File: src/rtl/sync_fifo.sv
// Single-clock FIFO with registered read data and full/empty flags derived
// from wrap-bit pointers.
module sync_fifo #(
    parameter int DATA_WIDTH = 8,
    parameter int DEPTH      = 16,
    parameter int ADDR_WIDTH = 4
) (
    input  logic                  clk,
    input  logic                  reset,
    input  logic                  wr_en,
    input  logic                  rd_en,
    input  logic [DATA_WIDTH-1:0] din,
    output logic [DATA_WIDTH-1:0] dout,
    output logic                  full,
    output logic                  empty
);
    localparam int PW = ADDR_WIDTH + 1;

    logic [DATA_WIDTH-1:0] mem [DEPTH];
    logic [PW-1:0]         wr_ptr_q, wr_ptr_d;
    logic [PW-1:0]         rd_ptr_q, rd_ptr_d;
    logic [DATA_WIDTH-1:0] dout_q, dout_d;
    logic                  wr_acc, rd_acc;

    // The extra MSB separates "same slot, one lap apart" (full) from "same slot" (empty).
    assign empty = (wr_ptr_q == rd_ptr_q);
    assign full  = (wr_ptr_q[ADDR_WIDTH] != rd_ptr_q[ADDR_WIDTH]) &&
                   (wr_ptr_q[ADDR_WIDTH-1:0] == rd_ptr_q[ADDR_WIDTH-1:0]);
    assign dout  = dout_q;

    assign wr_acc = wr_en && !full;
    assign rd_acc = rd_en && !empty;

    always_comb begin
        wr_ptr_d = wr_ptr_q;
        rd_ptr_d = rd_ptr_q;
        dout_d   = dout_q;
        if (wr_acc) begin
            wr_ptr_d = wr_ptr_q + PW'(1);
        end
        if (rd_acc) begin
            rd_ptr_d = rd_ptr_q + PW'(1);
            dout_d   = mem[rd_ptr_q[ADDR_WIDTH-1:0]];
        end
    end

    always_ff @(posedge clk) begin
        if (reset) begin
            wr_ptr_q <= '0;
            rd_ptr_q <= '0;
            dout_q   <= '0;
        end else begin
            wr_ptr_q <= wr_ptr_d;
            rd_ptr_q <= rd_ptr_d;
            dout_q   <= dout_d;
        end
    end

    // Storage is never cleared; reset only rewinds the pointers.
    always_ff @(posedge clk) begin
        if (!reset && wr_acc) begin
            mem[wr_ptr_q[ADDR_WIDTH-1:0]] <= din;
        end
    end
endmodule

File: config.mk
export PLATFORM = sky130hd
export DESIGN_NAME = sync_fifo
export DESIGN_NICKNAME = d
export VERILOG_FILES = /design/src/rtl/sync_fifo.sv
export SDC_FILE = /design/constraint.sdc
export NUM_CORES = 1
export LEC_CHECK = 0
export ABC_AREA = 1
export CAP_MARGIN = 5
export CORE_ASPECT_RATIO = 1.2
export CORE_UTILIZATION = 25
export CTS_CLUSTER_SIZE = 28
export DETAILED_ROUTE_END_ITERATION = 7
export PLACE_DENSITY = 0.45
export SKIP_LAST_GASP = 1
export SLEW_MARGIN = 20
export SYNTH_ARGS = -nofsm -noshare
export SYNTH_HDL_FRONTEND = slang
export SYNTH_SLANG_ARGS = --single-unit
File: constraint.sdc
create_clock -name clk -period 2.1 [get_ports clk]
set_input_delay 0.315 -clock clk [delete_from_list [all_inputs] [get_ports clk]]
set_output_delay 0.315 -clock clk [all_outputs]
set_load 0.02 [all_outputs]
# --- Word-level counts from Yosys, hierarchy flattened ---
# Memories as Yosys holds them, arrays and structs flattened. A register that Yosys moved wholly into a read port is not among the register bits.
# Cells that the tools add are included.
op_classes:
  addsub: 2
  n_eq_ne: 3
  muxes: 2
  reduce_logical: 7
ops:
  columns: ["cell", "count"]
  rows:
  - ["$add 5x1->5 const B", 2]
  - ["$eq 5x5->1", 1]
  - ["$eq 4x4->1", 1]
  - ["$logic_and 1x1->1", 4]
  - ["$logic_not 1->1", 3]
  - ["$mux 1", 2]
  - ["$ne 1x1->1", 1]
word_totals:
  ff_bits: 10
  ram_bits: 128
  input_bits: 12
  out_inout_bits: 10
  elab_cells: 17
  mem_count: 1
mem_list:
  columns: ["name", "depth", "width", "read_ports", "rd_clocked_by_memory_dff", "write_ports", "line", "text"]
  rows:
  - ["mem", 16, 8, 1, 1, 1, "19", "logic [DATA_WIDTH-1:0] mem [DEPTH];"]

# --- Logic depth before layout (Yosys ltp) ---
# Gate-level depths: netlist of the first run.
logic_depth:
  word_depth: 7
  ltp_mapped: 12
  depth_no_buf: 10

# --- Worst setup path before layout of the first run ---
# OpenSTA, ideal clock, no wires.
synth_timing:
  kind: "reg2reg"
  from: "register rd_ptr_q[1]"
  to: "memory mem[0][0] (enable)"
  setup_ps: 370
  arrival_time_ps: 1521
  t_required_ps: 1730
  setup_slack_ps: 209
  path_stages_with_launch: 11
  n_path_buf: 1
  period_less_slack_ps: 1891
  cell_sequence: "dfxtp_1 buf_2 inv_2 nand2_1 nand2_1 nor2_2 nand3_2 nand2_2 nor2_1 nand2_1 nor2_1"
synth_via:
  elab_chain_len: 7
synth_lines:
  columns: ["item", "line", "text"]
  rows:
  - ["start, declared", "21", "logic [PW-1:0] rd_ptr_q, rd_ptr_d;"]
  - ["start signal, assigned", "54", "rd_ptr_q <= rd_ptr_d;"]
  - ["$eq 4x4->1", "28", "(wr_ptr_q[ADDR_WIDTH-1:0] == rd_ptr_q[ADDR_WIDTH-1:0]);"]
  - ["$logic_and 1x1->1", "27", "assign full = (wr_ptr_q[ADDR_WIDTH] != rd_ptr_q[ADDR_WIDTH]) &&"]
  - ["$logic_not 1->1", "31", "assign wr_acc = wr_en && !full;"]
  - ["$logic_and 1x1->1", "31", null]
  - ["$logic_and 1x1->1", "61", "if (!reset && wr_acc) begin"]
  - ["$mux 1", "61", null]
  - ["$mux 1 (implied by the code)", "62", "mem[wr_ptr_q[ADDR_WIDTH-1:0]] <= din;"]
  - ["end, declared", "19", null]
# No other way between the ends.

# --- Worst setup path after layout of the first run ---
layout_timing:
  from: "register rd_ptr_q[3]"
  to: "output full"
layout_via:
  elab_chain_len: 2
layout_lines:
  columns: ["item", "line", "text"]
  rows:
  - ["$eq 4x4->1", "28", null]
  - ["$logic_and 1x1->1", "27", null]
  - ["end, declared", "14", "output logic full,"]
# No other way between the ends.

==> results of run 1 <==
[area by class of cell]
class                           instances  area [um^2]  share of cell area, %
Timing Repair Buffer                   65          563                   7.27
Clock inverter                         13          113                   1.45
Clock buffer                           19          433                   5.59
Tap cell                              325          407                   5.25
Inverter                               95          357                   4.60
Multi-Input combinational cell        379         1670                   21.5
Sequential cell                       146         4210                   54.3
[what timing repair did]
| action | CTS | global route |
|---|---|---|
| gates resized for setup | 2 | 2 |
| pin swaps | 0 | 0 |
| setup endpoints to repair | 2 | 90 |
| hold buffers | 0 | 0 |
[worst reg2reg max path: cells and delay by family, from the launching register on]
kind	cells	cell delay, ps
xor+xnor	1	170
buf+inv	2	260
flops	1	410
simple gates	5	870
[registers in the layout (all words and copies together), names as in the netlist]
name and count:
mem 128, rd_ptr_q 5, dout 8, wr_ptr_q 5
[power groups by stage]
stage / Combinational [uW] / Sequential, uW / Clock [uW]
2_1_floorplan: 545 / 3320 / 0
3_3_place_gp: 981 / 3300 / 0
3_5_place_dp: 975 / 3300 / 0
4_1_cts: 976 / 3230 / 2870
5_1_grt: 1080 / 3240 / 2990
6_report: 950 / 3230 / 2820
[metal layers]
layer  wire (um)  vias to the layer above  global-route usage, %
li1            -                     2203                      -
met5           0                        -                      0
met4         265                        0                   5.50
met1        7260                     2026                   16.8
met3         377                       16                   2.53
met2        8680                       74                   23.9
[synthesized netlist by cell type]
cell type  number
xor2_1          4
inv_1          89
nor2_2          1
buf_6           3
dfxtp_1        18
o21ai_0        34
nand3_1        66
nand2_2         2
edfxtp_1      128
clkbuf_1       13
clkinv_1        1
inv_2           5
nand2_1       147
buf_2           9
xnor2_1         3
ha_1            5
o21ai_1         2
a21oi_1        14
nand3_2         2
buf_1           3
nor2_1         99
[cell usage in the layout, fill, tap and decap left out, drive strengths merged, types with 3 or more instances in the layout]
master and instances:
nand2 149, nand3 68, xor2 4, dfxtp 18, xnor2 3, clkbuf 19, nor2 100, clkdlybuf4s50 19
buf 44, edfxtp 128, a21oi 14, ha 5, clkinvlp 5, clkinv 6, o21ai 36, inv 96
[how the worst min path moves through the flow]
stage | endpoint | slack (ps)
floorplan | mem[0][0] | 410
global placement | rd_ptr_q[4] | 490
detailed placement | rd_ptr_q[3] | 500
CTS | rd_ptr_q[3] | 510
global route | rd_ptr_q[3] | 540
finish | wr_ptr_q[3] | 510
[metrics by stage]
step                      TNS, ps  util, %  instance area, um^2
after floorplan                 0        -                 6370
after global placement          0     29.0                 7200
after detailed placement        0     29.0                 7200
after CTS                       0     31.2                 7740
after global routing        -3750     31.2                 7750
final                           0     31.2                 7750
[cell families after synthesis]
logic type               after synthesis  synth area share, %
flip-flops                           146                 66.0
AO/OA/AOI/OAI                         50                 3.93
buffers and inverters                123                 7.78
XOR/XNOR                               7                0.963
adder cells (fa/ha/maj)                5                0.983
AND/OR/NAND/NOR                      317                 20.3
==> run_results.csv, run 1 <==
group,metric,value,unit
power,power_per_cell_area,904,nW/um^2
global_route,overflow,0,
clock_tree,clk_latency,430,ps
setup_path,r2r_cells,8,
yosys,yosys.area.top_type_share,60.4,%
clock_tree,cts.sink_count,146,
setup_path,crit_type,"reg -> out",
finish,drive_above_1_share,12.0,%
yosys,yosys.area.top_type,"edfxtp_1",
setup_path,crit_required,1780,ps
placed_design,io_buffer_count,21,
sta,period_minus_slack,2020,ps
floorplanning,initial_core_util,25.6,%
placed_design,dpl_worst_slack,21.7,ps
clock_tree,cts_buffers,17,
placed_design,placed_cells,1010,
drt,route.vias.total,4319,
yosys,synth_nets,665,
floorplanning,core_area,24800,um^2
yosys,ys_ff_latch,146,
placed_design,gp_congestion,0.753,
sta,setup_viol,0,
global_route,track_usage,13.8,%
floorplanning,die_w,148,um
drt,ant_nets,0,
power,seqPwrFrac,46.2,%
global_route,first_global_vias,4411,
yosys,synthesis.area,6370,um^2
yosys,synth_warnings,0,
floorplanning,rows,63,
clock_tree,cts_root_buffer,"clkbuf_16",
sta,fmax,495,MHz
drt,drt-initial-drc-count,310,
setup_path,rrSetupSlack,100,ps
sta,slew_headroom,64.6,%
yosys,avgSynthCellArea,9.82,um^2
flow_run,cap_violations,0,
setup_path,end_kind,"primary output",
finish,fillers,2591,
floorplanning,ios,22,
finish,syn_to_final_growth,21.7,%
clock_tree,cts_setup_buffers,0,
floorplanning,die_h,177,um
sta,worst_pin_slew,529,ps
setup_path,setup.worst_path.end,"full",
yosys,netlist_instances,648,
sta,grt_setup_unrepaired,"yes",
drt,wl_per_cell,15.9,um
setup_path,cp.depth,7,
setup_path,path_buf_inv,3,
sta,setup_ws,80.1,ps
yosys,yosys-top-cells-area,"edfxtp_1 (60%), nand2_1 (8.7%), nor2_1 (5.8%), dfxtp_1 (5.7%), inv_1 (5.2%)",
global_route,grt_pass1_wl,25.6,mm
power,p_leak,0.00316,uW
setup_path,r2r_end,"mem[1][3]",
setup_path,cp_top_family,"buffers and inverters",
clock_tree,cts_tree,"built",
outcome,status,"finished, final reports clean",
setup_path,r2r_start,"wr_ptr_q[4]",
power,peakVddDrop,0.357,mV
setup_path,cp_slowest_stage_delay,380,ps
sta,timing.final.crit_share,96.2,%
setup_path,setup.worst_path.start,"rd_ptr_q[3]",
finish,fin_nets,721,
sta,holdWs,506,ps
setup_path,arrival,1700,ps
global_route,grt_max_degree,68,
drt,drtPass1Iterations,5,
placed_design,dp.final_hpwl,10.8,mm
setup_path,slowest_stage,"dfxtp_1",
drt,drt_wl_total,16.6,mm
yosys,synth_seq_area_share,66.0,%
sta,skew,9.88,ps
setup_path,worstPathCellList,"inv_1 -> nand2_1 -> nand2_1 -> nor2_1 -> nand3_2 -> inv_1 -> dlygate4sd2_1",
global_route,antenna_found_initial,1,
drt,remaining_drc_errors,0,
power,internal-power,5150,uW
clock_tree,htreeDepth,4,
min_path,min_path_type,"reg -> reg",
sta,hold_violations,0,
power,power_switching,1850,uW
finish,diodes,0,
drt,via_per_inst,4.14,
sta,drv_slew,0,
min_path,min_path_cells,2,
min_path,min_from,"wr_ptr_q[3]",
power,p_comb_share,13.6,%
setup_path,cp-start-kind,"flop",
clock_tree,cts.clk_slew.worst_paths,60,ps
setup_path,cp_max_fo,5,
power,sw_frac_of_total,26.5,%
finish,fin_cells,1042,
floorplanning,dieArea,26100,um^2
power,total_power,7000,uW
power,p_clk_share,40.3,%
clock_tree,clockBufferDepth,2,
yosys,synth_cell_type_count,21,
No activity file was read; power rests on OpenSTA's default activity.
==> inputs of run 2 (changes only) <==
--- a/config.mk
+++ b/config.mk
@@ -8,10 +8,10 @@
 export ABC_AREA = 1
 export CAP_MARGIN = 5
 export CORE_ASPECT_RATIO = 1.2
-export CORE_UTILIZATION = 25
+export CORE_UTILIZATION = 35
 export CTS_CLUSTER_SIZE = 28
 export DETAILED_ROUTE_END_ITERATION = 7
-export PLACE_DENSITY = 0.45
+export PLACE_DENSITY = 0.57
 export SKIP_LAST_GASP = 1
 export SLEW_MARGIN = 20
 export SYNTH_ARGS = -nofsm -noshare
==> constraint.sdc (replaced) <==
create_clock -name clk -period 2.25 [get_ports clk]
set_input_delay 0.3375 -clock clk [delete_from_list [all_inputs] [get_ports clk]]
set_output_delay 0.3375 -clock clk [all_outputs]
set_load 0.02 [all_outputs]
==> run 2 against run 1 <==
The run now ends with DRC left. Via count up 3.9%. Utilization up 12 points. Worst setup slack better by 36 ps. Hold slack better by 7.6 ps. Design area down 2.5%. Count of clock-buffer cells in the layout down 2. Critical path depth unchanged. Non-clock buffer count down 11. Critical path type unchanged. Critical endpoint unchanged. Highest routed layer unchanged.
==> run_results.csv, run 2 (synthesis gave the netlist of run 1 again) <==
group,metric,value,unit
setup_path,r2r_end,"mem[2][3]",
clock_tree,cts_buffers,17,
drt,remaining_drc_errors,2,
clock_tree,clockBufferDepth,2,
sta,worst_pin_slew,669,ps
clock_tree,cts.sink_count,146,
drt,drtPass1Iterations,8,
global_route,grt_use_met2,31.5,%
sta,skew,4.18,ps
power,p_clk_share,42.4,%
floorplanning,die_w,125,um
placed_design,gp_congestion,0.829,
setup_path,crit_type,"reg -> out",
floorplanning,dieArea,18700,um^2
finish,ff_latch_area,4210,um^2
global_route,overflow,0,
setup_path,crit_required,1910,ps
drt,wl_per_cell,16.6,um
flow_run,cap_violations,0,
setup_path,cp-start-kind,"flop",
clock_tree,clk_latency,420,ps
placed_design,dpl_worst_slack,152,ps
drt,ant_nets,0,
floorplanning,core_area,17600,um^2
floorplanning,rows,53,
sta,setup_ws,116,ps
sta,setup-tns-final,0,ps
finish,drive_above_1_share,10.8,%
sta,hold_violations,0,
floorplanning,initial_core_util,36.1,%
setup_path,arrival,1800,ps
power,seqPwrFrac,45.1,%
finish,syn_to_final_growth,18.7,%
outcome,violations,"DRC",
global_route,gr-usage-met1,21.1,%
setup_path,setup.worst_path.start,"wr_ptr_q[0]",
sta,setup_viol,0,
power,power_switching,1790,uW
sta,timing.final.crit_share,94.8,%
drt,route.vias.total,4488,
min_path,min_path_cells,2,
power,internal-power,4920,uW
power,power_per_cell_area,888,nW/um^2
clock_tree,cts_root_buffer,"clkbuf_16",
sta,grt_setup_unrepaired,"no",
power,peakVddDrop,0.494,mV
global_route,grt_max_degree,66,
drt,via_per_inst,4.85,
power,sw_frac_of_total,26.6,%
floorplanning,die_h,150,um
floorplanning,ios,22,
setup_path,end_kind,"primary output",
placed_design,io_buffer_count,21,
placed_design,dp.final_hpwl,10.1,mm
setup_path,r2r_start,"wr_ptr_q[0]",
setup_path,cp_max_fo,6,
finish,final_common_cell,"nand2_1",
global_route,first_global_vias,4486,
finish,diodes,0,
global_route,antenna_found_initial,0,
sta,period_minus_slack,2130,ps
finish,final_cell_mix,"nand2_1 (147), edfxtp_1 (128), nor2_1 (99)",
global_route,grt_pass1_wl,24.3,mm
setup_path,setup.worst_path.end,"full",
finish,largest_reg_flops,128,
clock_tree,cts_tree,"built",
setup_path,rrSetupSlack,220,ps
global_route,track_usage,17.5,%
global_route,busiest_layer,"met2",
sta,drv_slew,0,
sta,fmax,469,MHz
global_route,grt_util_met3,3.07,%
power,p_comb_share,12.6,%
setup_path,r2r_cells,10,
min_path,min_path_type,"reg -> reg",
finish,fillers,1681,
clock_tree,htreeDepth,4,
outcome,status,"complete, but fails checks",
finish,fin_util,42.8,%
finish,multi_input_area,1670,um^2
finish,fin_nets,710,
power,p_leak,0.00313,uW
drt,drt-initial-drc-count,362,
drt,drt_wl_total,15.4,mm
sta,slew_headroom,55.4,%
clock_tree,cts.clk_slew.worst_paths,60,ps
[run 2: cell types whose count changed in the layout (fill, tap and decap cells not counted), sizes merged]
cell      previous run  this run
clkbuf              19        17
buf                 44        33
inv                 96       102
clkinv               6         3
clkinvlp             5         3
bufinv               1         2
[run 2: power by group through the flow]
| stage | Sequential (uW) | Combinational, uW | Clock, uW |
|---|---|---|---|
| 3_3_place_gp | 3080 | 839 | 0 |
| 6_report | 3020 | 843 | 2840 |
| 4_1_cts | 3020 | 845 | 2880 |
| 5_1_grt | 3030 | 930 | 2990 |
| 2_1_floorplan | 3100 | 509 | 0 |
| 3_5_place_dp | 3080 | 841 | 0 |
[run 2: final cells by class]
| class | count | area share [%] |
|---|---|---|
| sequential | 146 | 55.7 |
| tap | 220 | 3.64 |
| timing repair buffer | 54 | 6.03 |
| inverter | 95 | 4.72 |
| multi-input combinational | 379 | 22.1 |
| clock buffer | 17 | 5.63 |
| clock inverter | 15 | 2.25 |
[run 2: critical path: stages (launching register included)]
cell and delay, ps:
dfxtp_1 430, inv_1 130, nand2_1 70, nand2_1 60, nor2_2 140, nand3_2 150, inv_1 70, dlygate4sd2_1 320
[run 2: layer usage]
metal | up-vias | wire [um] | part of all wire (%)
li1 | 2183 | - | -
met1 | 2175 | 6730 | 44
met2 | 110 | 7870 | 51
met3 | 20 | 509 | 3.3
met4 | 0 | 244 | 1.6
met5 | - | 0 | 0
[run 2: worst min-delay path by stage]
stage / endpoint / startpoint
after floorplan: mem[0][0] / din[0]
after global placement: rd_ptr_q[4] / rd_ptr_q[4]
after detailed placement: rd_ptr_q[3] / rd_ptr_q[3]
after CTS: rd_ptr_q[3] / rd_ptr_q[3]
after global routing: wr_ptr_q[4] / wr_ptr_q[4]
final: rd_ptr_q[3] / rd_ptr_q[3]
[run 2: what timing repair did]
item,in CTS,in global routing
hold buffers,0,0
gates resized for setup,2,1
pin swaps,0,0
endpoints found under the setup margin,2,2
setup buffers,0,0
[run 2: metrics by stage]
step / power, uW / hold WS (ps) / area [um^2] / cells
after global placement: 3920 / 492 / 6960 / 894
after detailed placement: 3920 / 500 / 6960 / 894
final: 6710 / 513 / 7560 / 926
after CTS: 6750 / 513 / 7550 / 926
after global routing: 6950 / 533 / 7560 / 926
after floorplan: 3610 / 436 / 6370 / 648
==> inputs of run 3 (changes only) <==
--- a/config.mk
+++ b/config.mk
@@ -9,6 +9,7 @@
 export CAP_MARGIN = 5
 export CORE_ASPECT_RATIO = 1.2
 export CORE_UTILIZATION = 35
+export CTS_BUF_LIST = sky130_fd_sc_hd__clkbuf_8
 export CTS_CLUSTER_SIZE = 28
 export DETAILED_ROUTE_END_ITERATION = 7
 export PLACE_DENSITY = 0.57
==> run 3 against run 2 <==
The run still ends with DRC left. Sequential share of layout area is 1.5 points higher. Hold slack gained 4.5 ps. Critical path depth is the same. Final cell count stayed put. Via count down 0.80%. Highest routed layer unchanged. Register-to-register slack gained 20 ps. Utilization fell by 1.1 points. Routed wire length is 0.68% lower. First-iteration DRC count decreased by 20%.
==> run_results.csv, run 3 (synthesis gave the netlist of run 1 again) <==
group,metric,value,unit
setup_path,end_kind,"primary output",
global_route,antenna_found_initial,0,
drt,drt-initial-drc-count,289,
setup_path,crit_type,"reg -> out",
floorplanning,die_h,150,um
min_path,min_path_type,"reg -> reg",
sta,worst_pin_slew,690,ps
sta,setup_viol,0,
floorplanning,core_area,17600,um^2
clock_tree,cts_tree,"built",
flow_run,cap_violations,0,
floorplanning,dieArea,18700,um^2
setup_path,cp_max_fo,6,
placed_design,gp_congestion,0.829,
finish,multi_input_area,1670,um^2
drt,via_per_inst,4.81,
global_route,grt_max_degree,66,
global_route,track_usage,17.4,%
clock_tree,cts.sink_count,146,
global_route,overflow,0,
sta,fmax,475,MHz
finish,fillers,1706,
drt,ant_nets,0,
clock_tree,clockBufferDepth,2,
finish,fin_nets,710,
setup_path,cp-start-kind,"flop",
sta,skew,10.6,ps
drt,wl_per_cell,16.5,um
global_route,grt_pass1_wl,24.1,mm
sta,timing.final.crit_share,93.6,%
clock_tree,clk_latency,440,ps
global_route,first_global_vias,4448,
finish,drive_above_1_share,11.0,%
floorplanning,initial_core_util,36.1,%
finish,fin_area,7360,um^2
setup_path,r2r_start,"rd_ptr_q[2]",
placed_design,dp.final_hpwl,10.1,mm
clock_tree,htreeDepth,4,
power,power_per_cell_area,810,nW/um^2
finish,largest_reg_flops,128,
finish,final_cell_mix,"nand2_1 (147), edfxtp_1 (128), nor2_1 (99)",
finish,diodes,0,
sta,hold_violations,0,
min_path,min_from,"rd_ptr_q[4]",
sta,setup-tns-final,0,ps
outcome,violations,"DRC",
placed_design,io_buffer_count,21,
clock_tree,cts_buffers,17,
sta,slew_headroom,54.0,%
drt,drtPass1Iterations,8,
drt,drt_wl_total,15.2,mm
clock_tree,cts.clk_slew.worst_paths,90,ps
drt,remaining_drc_errors,6,
power,p_leak,0.00304,uW
placed_design,place_area,6960,um^2
power,peakVddDrop,0.331,mV
finish,final_common_cell,"nand2_1",
clock_tree,cts_root_buffer,"clkbuf_8",
sta,period_minus_slack,2100,ps
floorplanning,die_w,125,um
finish,ff_latch_area,4210,um^2
setup_path,setup.worst_path.start,"wr_ptr_q[3]",
drt,route.vias.total,4452,
floorplanning,ios,22,
finish,fin_util,41.7,%
setup_path,crit_required,1910,ps
sta,grt_setup_unrepaired,"yes",
floorplanning,rows,53,
setup_path,arrival,1770,ps
finish,syn_to_final_growth,15.7,%
outcome,status,"complete, but fails checks",
sta,drv_slew,0,
==> run 3: cell types whose count changed in the layout (fill, tap and decap cells not counted) <==
cell / previous run / this run
clkbuf_16: 17 / 0
clkbuf_2: 0 / 1
clkbuf_8: 0 / 17
clkdlybuf4s15_1: 0 / 1
dfxtp_1: 16 / 15
dfxtp_2: 2 / 3
dlygate4sd2_1: 2 / 0
==> run 3: timing repair <==
action | 4_1_cts | 5_1_grt
endpoints found under the hold margin | 0 | 0
buffers inserted | 0 | 0
setup endpoints to repair | 2 | 2
gates resized for setup | 4 | 3
hold buffers | 0 | 0
==> run 3: where the power goes <==
part	internal [uW]	total, uW	switching [uW]	leakage (uW)
Combinational	267	843	576	0.00154
Clock	1020	2100	1080	0.000196
Sequential	2990	3020	30.6	0.00130
Total	4270	5960	1690	0.00304
==> run 3: critical path, cell delays in order (launching register included) <==
cell	delay, ps
dfxtp_1	430
inv_2	90
nand2_1	60
nand2_1	40
nor2_1	190
nand3_2	150
inv_1	80
clkdlybuf4s15_1	290
==> run 3: routing by layer <==
metal | global-route usage [%] | up-vias | wire, um
met3 | 3.15 | 18 | 617
met2 | 31.2 | 88 | 7790
met1 | 21.0 | 2168 | 6630
li1 | - | 2178 | -
met5 | 0 | - | 0
met4 | 6.10 | 0 | 215
==> run 3: through the flow <==
stage | setup slack [ps] | hold WS [ps] | std cells | total power (uW)
3_3_place_gp | 209 | 492 | 894 | 3920
5_1_grt | -18.1 | 538 | 926 | 6200
2_1_floorplan | 359 | 436 | 648 | 3610
3_5_place_dp | 152 | 500 | 894 | 3920
4_1_cts | 90.9 | 516 | 926 | 6000
6_report | 145 | 518 | 926 | 5960
==> run 3: final timing paths <==
kind	cells after the start	slack (ps)	end
worst min-delay path	2	520	rd_ptr_q[4]
worst max-delay path	7	150	empty
worst min register to register	2	520	rd_ptr_q[4]
worst max register to register	10	240	mem[13][1]
==> run 3: layout make-up <==
| class | count | area share [%] |
|---|---|---|
| tap | 220 | 3.74 |
| multi-input combinational | 379 | 22.6 |
| clock buffer | 17 | 3.18 |
| inverter | 95 | 4.84 |
| clock inverter | 15 | 2.31 |
| timing repair buffer | 54 | 6.15 |
| sequential | 146 | 57.1 |
